File: config.mk
export PLATFORM = sky130hd
export DESIGN_NAME = imply_queue
export DESIGN_NICKNAME = d
export VERILOG_FILES = /design/src/rtl/imply_queue.sv
export SDC_FILE = /design/constraint.sdc
export NUM_CORES = 1
export LEC_CHECK = 0
export CORE_MARGIN = 2
export CORE_UTILIZATION = 53
export CTS_CLUSTER_SIZE = 12
export DETAILED_ROUTE_END_ITERATION = 16
export PLACE_DENSITY = 0.79
export SYNTH_ARGS = -nofsm -noshare
export SYNTH_HDL_FRONTEND = slang
export SYNTH_SLANG_ARGS = --single-unit
File: constraint.sdc
create_clock -name clock -period 3.15 [get_ports clock]
set_input_delay 0.315 -clock clock [delete_from_list [all_inputs] [get_ports clock]]
set_output_delay 0.315 -clock clock [all_outputs]
set_load 0.01 [all_outputs]
File: src/rtl/imply_queue.sv
// Implied-literal FIFO between BCP core and control, with head show-ahead.
// Optional per-variable dedup/conflict tracking enabled by IMPLY_QUEUE_DEDUP_EN.
`ifndef MAX_VARS_BITS
`define MAX_VARS_BITS 8
`endif

module imply_queue #(
  parameter int unsigned DEPTH = 16
) (
  input  logic                       clock,
  input  logic                       reset,
  input  logic                       push,
  input  logic [`MAX_VARS_BITS-1:0]  var_in,
  input  logic                       val_in,
  input  logic                       type_in,
  input  logic                       pop,
  input  logic                       flush,
  output logic                       empty_imply,
  output logic                       full_imply,
  output logic [`MAX_VARS_BITS-1:0]  var_out_imply,
  output logic                       val_out_imply,
  output logic                       type_out_imply,
  output logic [$clog2(DEPTH):0]     count,
  output logic                       conflict_imply,
  output logic                       dup_drop,
  output logic                       overflow
);

  localparam int unsigned PW = $clog2(DEPTH);
  localparam int unsigned VW = `MAX_VARS_BITS;
  localparam logic [PW:0] CNT_FULL = (PW+1)'(DEPTH);

  logic [VW+1:0]   r_mem [DEPTH];
  logic [PW-1:0]   r_head;
  logic [PW-1:0]   r_tail;
  logic [PW:0]     r_count;
  logic            r_overflow;

  logic            w_empty;
  logic            w_full;
  logic            w_live_push;
  logic            w_reject;
  logic            w_pop_ok;
  logic            w_push_ok;
  logic            w_ovf;
  logic [VW+1:0]   w_head_entry;

  assign w_empty      = (r_count == '0);
  assign w_full       = (r_count == CNT_FULL);
  assign w_live_push  = push & ~flush;
  assign w_head_entry = r_mem[r_head];

  assign w_pop_ok  = pop & ~w_empty & ~flush;
  assign w_push_ok = w_live_push & ~w_reject & (~w_full | pop);
  assign w_ovf     = w_live_push & ~w_reject & w_full & ~pop;

`ifdef IMPLY_QUEUE_DEDUP_EN
  logic [2**VW-1:0] r_pend;
  logic [2**VW-1:0] r_pval;
  logic             r_conflict;
  logic             w_hit;
  logic             w_dup;
  logic             w_conf;

  // Lookup uses pre-pop state, so an entry leaving this cycle still blocks a push.
  assign w_hit    = r_pend[var_in];
  assign w_dup    = w_live_push & w_hit & (r_pval[var_in] == val_in);
  assign w_conf   = w_live_push & w_hit & (r_pval[var_in] != val_in);
  assign w_reject = w_dup | w_conf;

  always_ff @(posedge clock or negedge reset) begin
    if (!reset) begin
      r_pend     <= '0;
      r_pval     <= '0;
      r_conflict <= 1'b0;
    end else if (flush) begin
      r_pend     <= '0;
      r_pval     <= '0;
      r_conflict <= 1'b0;
    end else begin
      if (w_pop_ok)
        r_pend[w_head_entry[VW-1:0]] <= 1'b0;
      if (w_push_ok) begin
        r_pend[var_in] <= 1'b1;
        r_pval[var_in] <= val_in;
      end
      if (w_conf)
        r_conflict <= 1'b1;
    end
  end

  assign conflict_imply = r_conflict;
  assign dup_drop       = w_dup;
`else
  assign w_reject       = 1'b0;
  assign conflict_imply = 1'b0;
  assign dup_drop       = 1'b0;
`endif

  always_ff @(posedge clock or negedge reset) begin
    if (!reset) begin
      r_head     <= '0;
      r_tail     <= '0;
      r_count    <= '0;
      r_overflow <= 1'b0;
    end else if (flush) begin
      r_head     <= '0;
      r_tail     <= '0;
      r_count    <= '0;
      r_overflow <= 1'b0;
    end else begin
      if (w_pop_ok)
        r_head <= r_head + PW'(1);
      if (w_push_ok)
        r_tail <= r_tail + PW'(1);
      r_count <= r_count + (PW+1)'(w_push_ok) - (PW+1)'(w_pop_ok);
      if (w_ovf)
        r_overflow <= 1'b1;
    end
  end

  always_ff @(posedge clock) begin
    if (reset && w_push_ok)
      r_mem[r_tail] <= {type_in, val_in, var_in};
  end

  // Storage is not reset; gating on empty keeps head outputs at 0 during reset.
  assign empty_imply    = w_empty;
  assign full_imply     = w_full;
  assign count          = r_count;
  assign overflow       = r_overflow;
  assign var_out_imply  = w_empty ? '0   : w_head_entry[VW-1:0];
  assign val_out_imply  = w_empty ? 1'b0 : w_head_entry[VW];
  assign type_out_imply = w_empty ? 1'b0 : w_head_entry[VW+1];

endmodule

Word-level counts from Yosys, hierarchy flattened

Memories as Yosys holds them, arrays and structs flattened.
Cells that the tools add are included.

Input bits: 15
Bits in writable memories: 160
Output and inout port bits: 20
Register bits: 14
Memories: 1
Word-level logic and storage cells: 38

Memories:

| name  | depth | width | rd ports | clocked after Yosys merged registers in | write ports | line | text |
|---|---|---|---|---|---|---|---|
| r_mem | 16    | 10    | 1        | 0                                       | 1           | 33   | `logic [VW+1:0] r_mem [DEPTH];` |

Multiplexer cells: 12
Reductions and logical operators: 5
Equality and inequality tests: 1
Bitwise gates (word level): 11
$add $sub $neg: 4

Operators by type and width:

| operator              | number |
|---|---|
| $mux W4               | 4 |
| $add A4 B1 Y4 const B | 2 |
| $mux W8               | 1 |
| $and A1 B1 Y1         | 6 |
| $mux W1               | 6 |
| $reduce_bool A2 Y1    | 3 |
| $add A5 B1 Y5         | 1 |
| $eq A5 B5 Y1 const B  | 1 |
| $logic_not A5 Y1      | 1 |
| $mux W5               | 1 |
| $sub A5 B1 Y5         | 1 |
| $not A1 Y1            | 4 |
| $logic_and A1 B1 Y1   | 1 |
| $or A1 B1 Y1          | 1 |

Depth between registers and ports, before layout

Depth after elaboration: 7
Depth in mapped cells: 15
Mapped depth without buffers: 14

Worst setup path before layout

No wires, ideal clock.

Kind: reg-to-reg
Start: reg r_count[3] (netlist: count[3])
End: reg r_count[4] (netlist: count[4])
Buffers on the path: 1
Library setup time: 0.135 ns
Cell stages (with the launch flop): 16
Clock period less this slack: 2.808 ns
Setup slack: 0.342 ns
Data required time: 3.015 ns
Arrival: 2.674 ns
Path through: dfrtp_1 -> inv_1 -> ha_1 -> or4b_1 -> clkbuf_1 -> nand2_1 -> nor2_1 -> ha_1 -> inv_1 -> ha_1 -> inv_1 -> fa_1 -> nor2b_1 -> o21bai_1 -> a21oi_1 -> nor3b_1

Cells in the longest elaborated chain, start to end: 7
Elaborated cells on any way between the ends: 11
Those cells by class: add/sub (2); eq/ne (1); mux (1); bitwise (6); reduce/logical (1)

RTL lines:

| what                   | line | text |
|---|---|---|
| start, declared        | 36   | `logic [PW:0] r_count;` |
| start signal, assigned | 116  | `r_count <= r_count + (PW+1)'(w_push_ok) - (PW+1)'(w_pop_ok);` |
| $eq A5 B5 Y1           | 49   | `assign w_full = (r_count == CNT_FULL);` |
| $not A1 Y1             | 54   | `assign w_push_ok = w_live_push & ~w_reject & (~w_full \| pop);` |
| $or A1 B1 Y1           | 54   |  |
| $and A1 B1 Y1          | 54   |  |
| $add A5 B1 Y5          | 116  |  |
| $sub A5 B1 Y5 (*)      | 116  |  |
| $mux W5 (*)            | 106  | `end else if (flush) begin` |

Mark *: on every way between the ends. The rest lies on a longest branch, timed or not.
A chain may end at the register's enable or synchronous reset.

Worst setup path after layout

Start: reg r_head[1]
End: out type_out_imply

Cells in the longest elaborated chain, start to end: 2

RTL lines:

| what                   | line | text |
|---|---|---|
| start, declared        | 34   | `logic [PW-1:0] r_head;` |
| start signal, assigned | 113  | `r_head <= r_head + PW'(1);` |
| $mem_v2 Z16 W10        | n/a  |  |
| $mux W1                | 134  | `assign type_out_imply = w_empty ? 1'b0 : w_head_entry[VW+1];` |
| end, declared          | 22   | `output logic type_out_imply,` |

Every way passes these cells.

==> impl_metrics.json <==
{
  "fmax_mhz": 327,
  "crit_fanout": 10,
  "port_buffers": 32,
  "ir_drop_mv": 0.454,
  "period_share_pct": 97.1,
  "place_ws_ps": 264,
  "synth_edf_count": 160,
  "fillers": 888,
  "ctsRootBufferMaster": "clkbuf_16",
  "io_pins": 35,
  "crit_arrival_ps": 2740,
  "hp-class": "input port to async pin",
  "syn_area_um2": 7130,
  "clk_pin_slew_ps": 60,
  "start_util_pct": 54.1,
  "setup_violations": 0,
  "ant_nets": 0,
  "status": "completed",
  "finalHoldViolCount": 0,
  "synth_flop_cell": "edfxtp_1",
  "nets": 436,
  "grt_usage_pct": 20.0,
  "power_leakage_nw": 2.70,
  "post_cts_buffers": 0,
  "n_antenna_cell": 0,
  "use_met2_pct": 32.8,
  "die_w_um": 120,
  "postLayoutCellArea_um2": 8280,
  "end_kind": "primary output",
  "post-route-drc-count": 0,
  "synthCells": 368,
  "synth_area_per_cell_um2": 19.4,
  "clock_skew_ps": 8.79,
  "gr-total-overflow": 0,
  "first_iter_violations": 317,
  "worst-endpoint-required_ps": 2830,
  "hpwl_um": 7820,
  "r2r-start": "count[3]",
  "final_common_cell": "edfxtp_1",
  "die_h_um": 120,
  "viasPerCell": 5.86,
  "cts_buffer_depth": 2,
  "rsz0062_at_grt": "no",
  "worstSetupPathType": "flip-flop to primary output",
  "dpl_cell_area_um2": 7640,
  "finalSetupTns_ps": 0,
  "wl_per_cell_um": 22.7,
  "ys_async_sr_fraction_pct": 8.05,
  "worstSetupStartpoint": "r_head[1]",
  "start_kind": "flip-flop",
  "grt_pass1_vias": 3645,
  "worst_pin_slew_ps": 801,
  "yosys_warnings": 0,
  "htree_levels": 4,
  "drt-pass1-iter-count": 4,
  "wl_um": 13500,
  "grt_max_degree": 41,
  "clock-sinks": 174,
  "power_density_nw_per_um2": 749,
  "top_usage_layer": "met2",
  "worst_slack_ps": 91.4,
  "cts_tree": "done",
  "dieArea_um2": 14400,
  "relSlewSlack_pct": 46.6,
  "drive_above_1_share_pct": 20.5,
  "ys_seq_area_share_pct": 72.3,
  "drv_slew": 0,
  "post-route-min-period_ps": 3060,
  "cap_violations": 0,
  "ys_types": 38,
  "num_vias": 3492,
  "area_growth_pct": 16.1,
  "grt.met1_usage_pct": 25.7,
  "fp.coreArea_um2": 13200,
  "layout_common_cells": "edfxtp_1 (160), mux4_2 (38), clkdlybuf4s50_1 (32)",
  "cts_buffers": 17,
  "grt_pass1_wl_um": 20700,
  "reg2reg_depth": 14,
  "p_total_mw": 6.20,
  "antenna_found_initial": 0,
  "grt_util_met3_pct": 5.80,
  "clock_latency_ps": 430,
  "gp_congestion": 0.749,
  "rows": 42,
  "ys_ff_latch": 174
}
## metrics by stage
| step | utilization, % | std cells | hold WS [ps] |
|---|---|---|---|
| 6_report | 62.7 | 596 | 147 |
| 3_5_place_dp | 57.9 | 564 | 501 |
| 5_1_grt | 62.7 | 596 | 164 |
| 4_1_cts | 62.4 | 594 | 142 |
| 2_1_floorplan | - | 369 | 19.4 |
| 3_3_place_gp | 57.9 | 564 | 482 |
## flip-flops by register name (all words and copies together) (netlist names)
register  flops
count         5
r_tail        4
overflow      1
r_head        4
r_mem       160
## per-layer routing
layer	share of wire, %	vias to the layer above
li1	-	1537
met1	41	1799
met2	52	136
met3	6.2	20
met4	1.3	0
met5	0	-
## cells in the mapped netlist (4+ instances only)
master      n  area share (%)
a21oi_1    14            0.98
and2_1     16             1.4
buf_2       6            0.42
buf_4       4            0.42
clkbuf_1    6            0.32
dfrtp_1    14             4.9
edfxtp_1  160              67
ha_1       11             1.9
inv_1      12            0.63
mux2_2     10             1.6
mux2i_1    11             1.5
mux4_2     38              12
nand3_1     4            0.28
nor2_1     12            0.63
nor4_1      4            0.35
o21ai_1    11            0.77
xor2_1      5            0.61
## worst max-delay path: stages (launching register included)
cell and delay [ps]:
dfrtp_2 520, buf_12 190, mux4_1 560, mux2_2 300, o21ai_1 140, a21oi_1 70
clkdlybuf4s50_1 530
## final timing paths
check / to / slack [ps]
min in group clock: overflow / 500
hold reg to reg: overflow / 500
setup reg to reg: count[4] / 290
setup / recovery: type_out_imply / 90
max in group asynchronous: r_tail[0] / 2550
hold / removal: r_head[2] / 150
## cells by family after synthesis
group,after synthesis,share of synthesized area (%)
AOI/OAI and AO/OA,29,2.14
xor gates and xnor gates,8,0.983
adders and majority gates,12,2.21
buffers and inverters,33,2.49
DFF,174,72.3
muxes,61,15.9
other,1,0.0526
and+or+nand+nor,50,3.95
## where the power goes
part | total (mW) | switching, mW | internal (mW)
Clock | 2.11 | 0.807 | 1.30
Sequential | 2.65 | 0.0671 | 2.58
Combinational | 1.44 | 0.669 | 0.774
Total | 6.20 | 1.54 | 4.66
## final cells by class
class	count	area (um2)	share of cell area (%)
Tap cell	176	220	2.66
Clock buffer	20	437	5.28
Clock inverter	10	146	1.77
Multi-Input combinational cell	162	1800	21.8
Sequential cell	174	5160	62.3
Inverter	12	45.0	0.544
Timing Repair Buffer	42	468	5.65
## what timing repair did
| item | 4_1_cts | 5_1_grt |
|---|---|---|
| endpoints found under the setup margin | 0 | 5 |
| hold buffers | 0 | 0 |
| resized for setup | 0 | 1 |
| hold endpoints to repair | 0 | 0 |
Note: power is estimated with default switching activity, not from simulation.
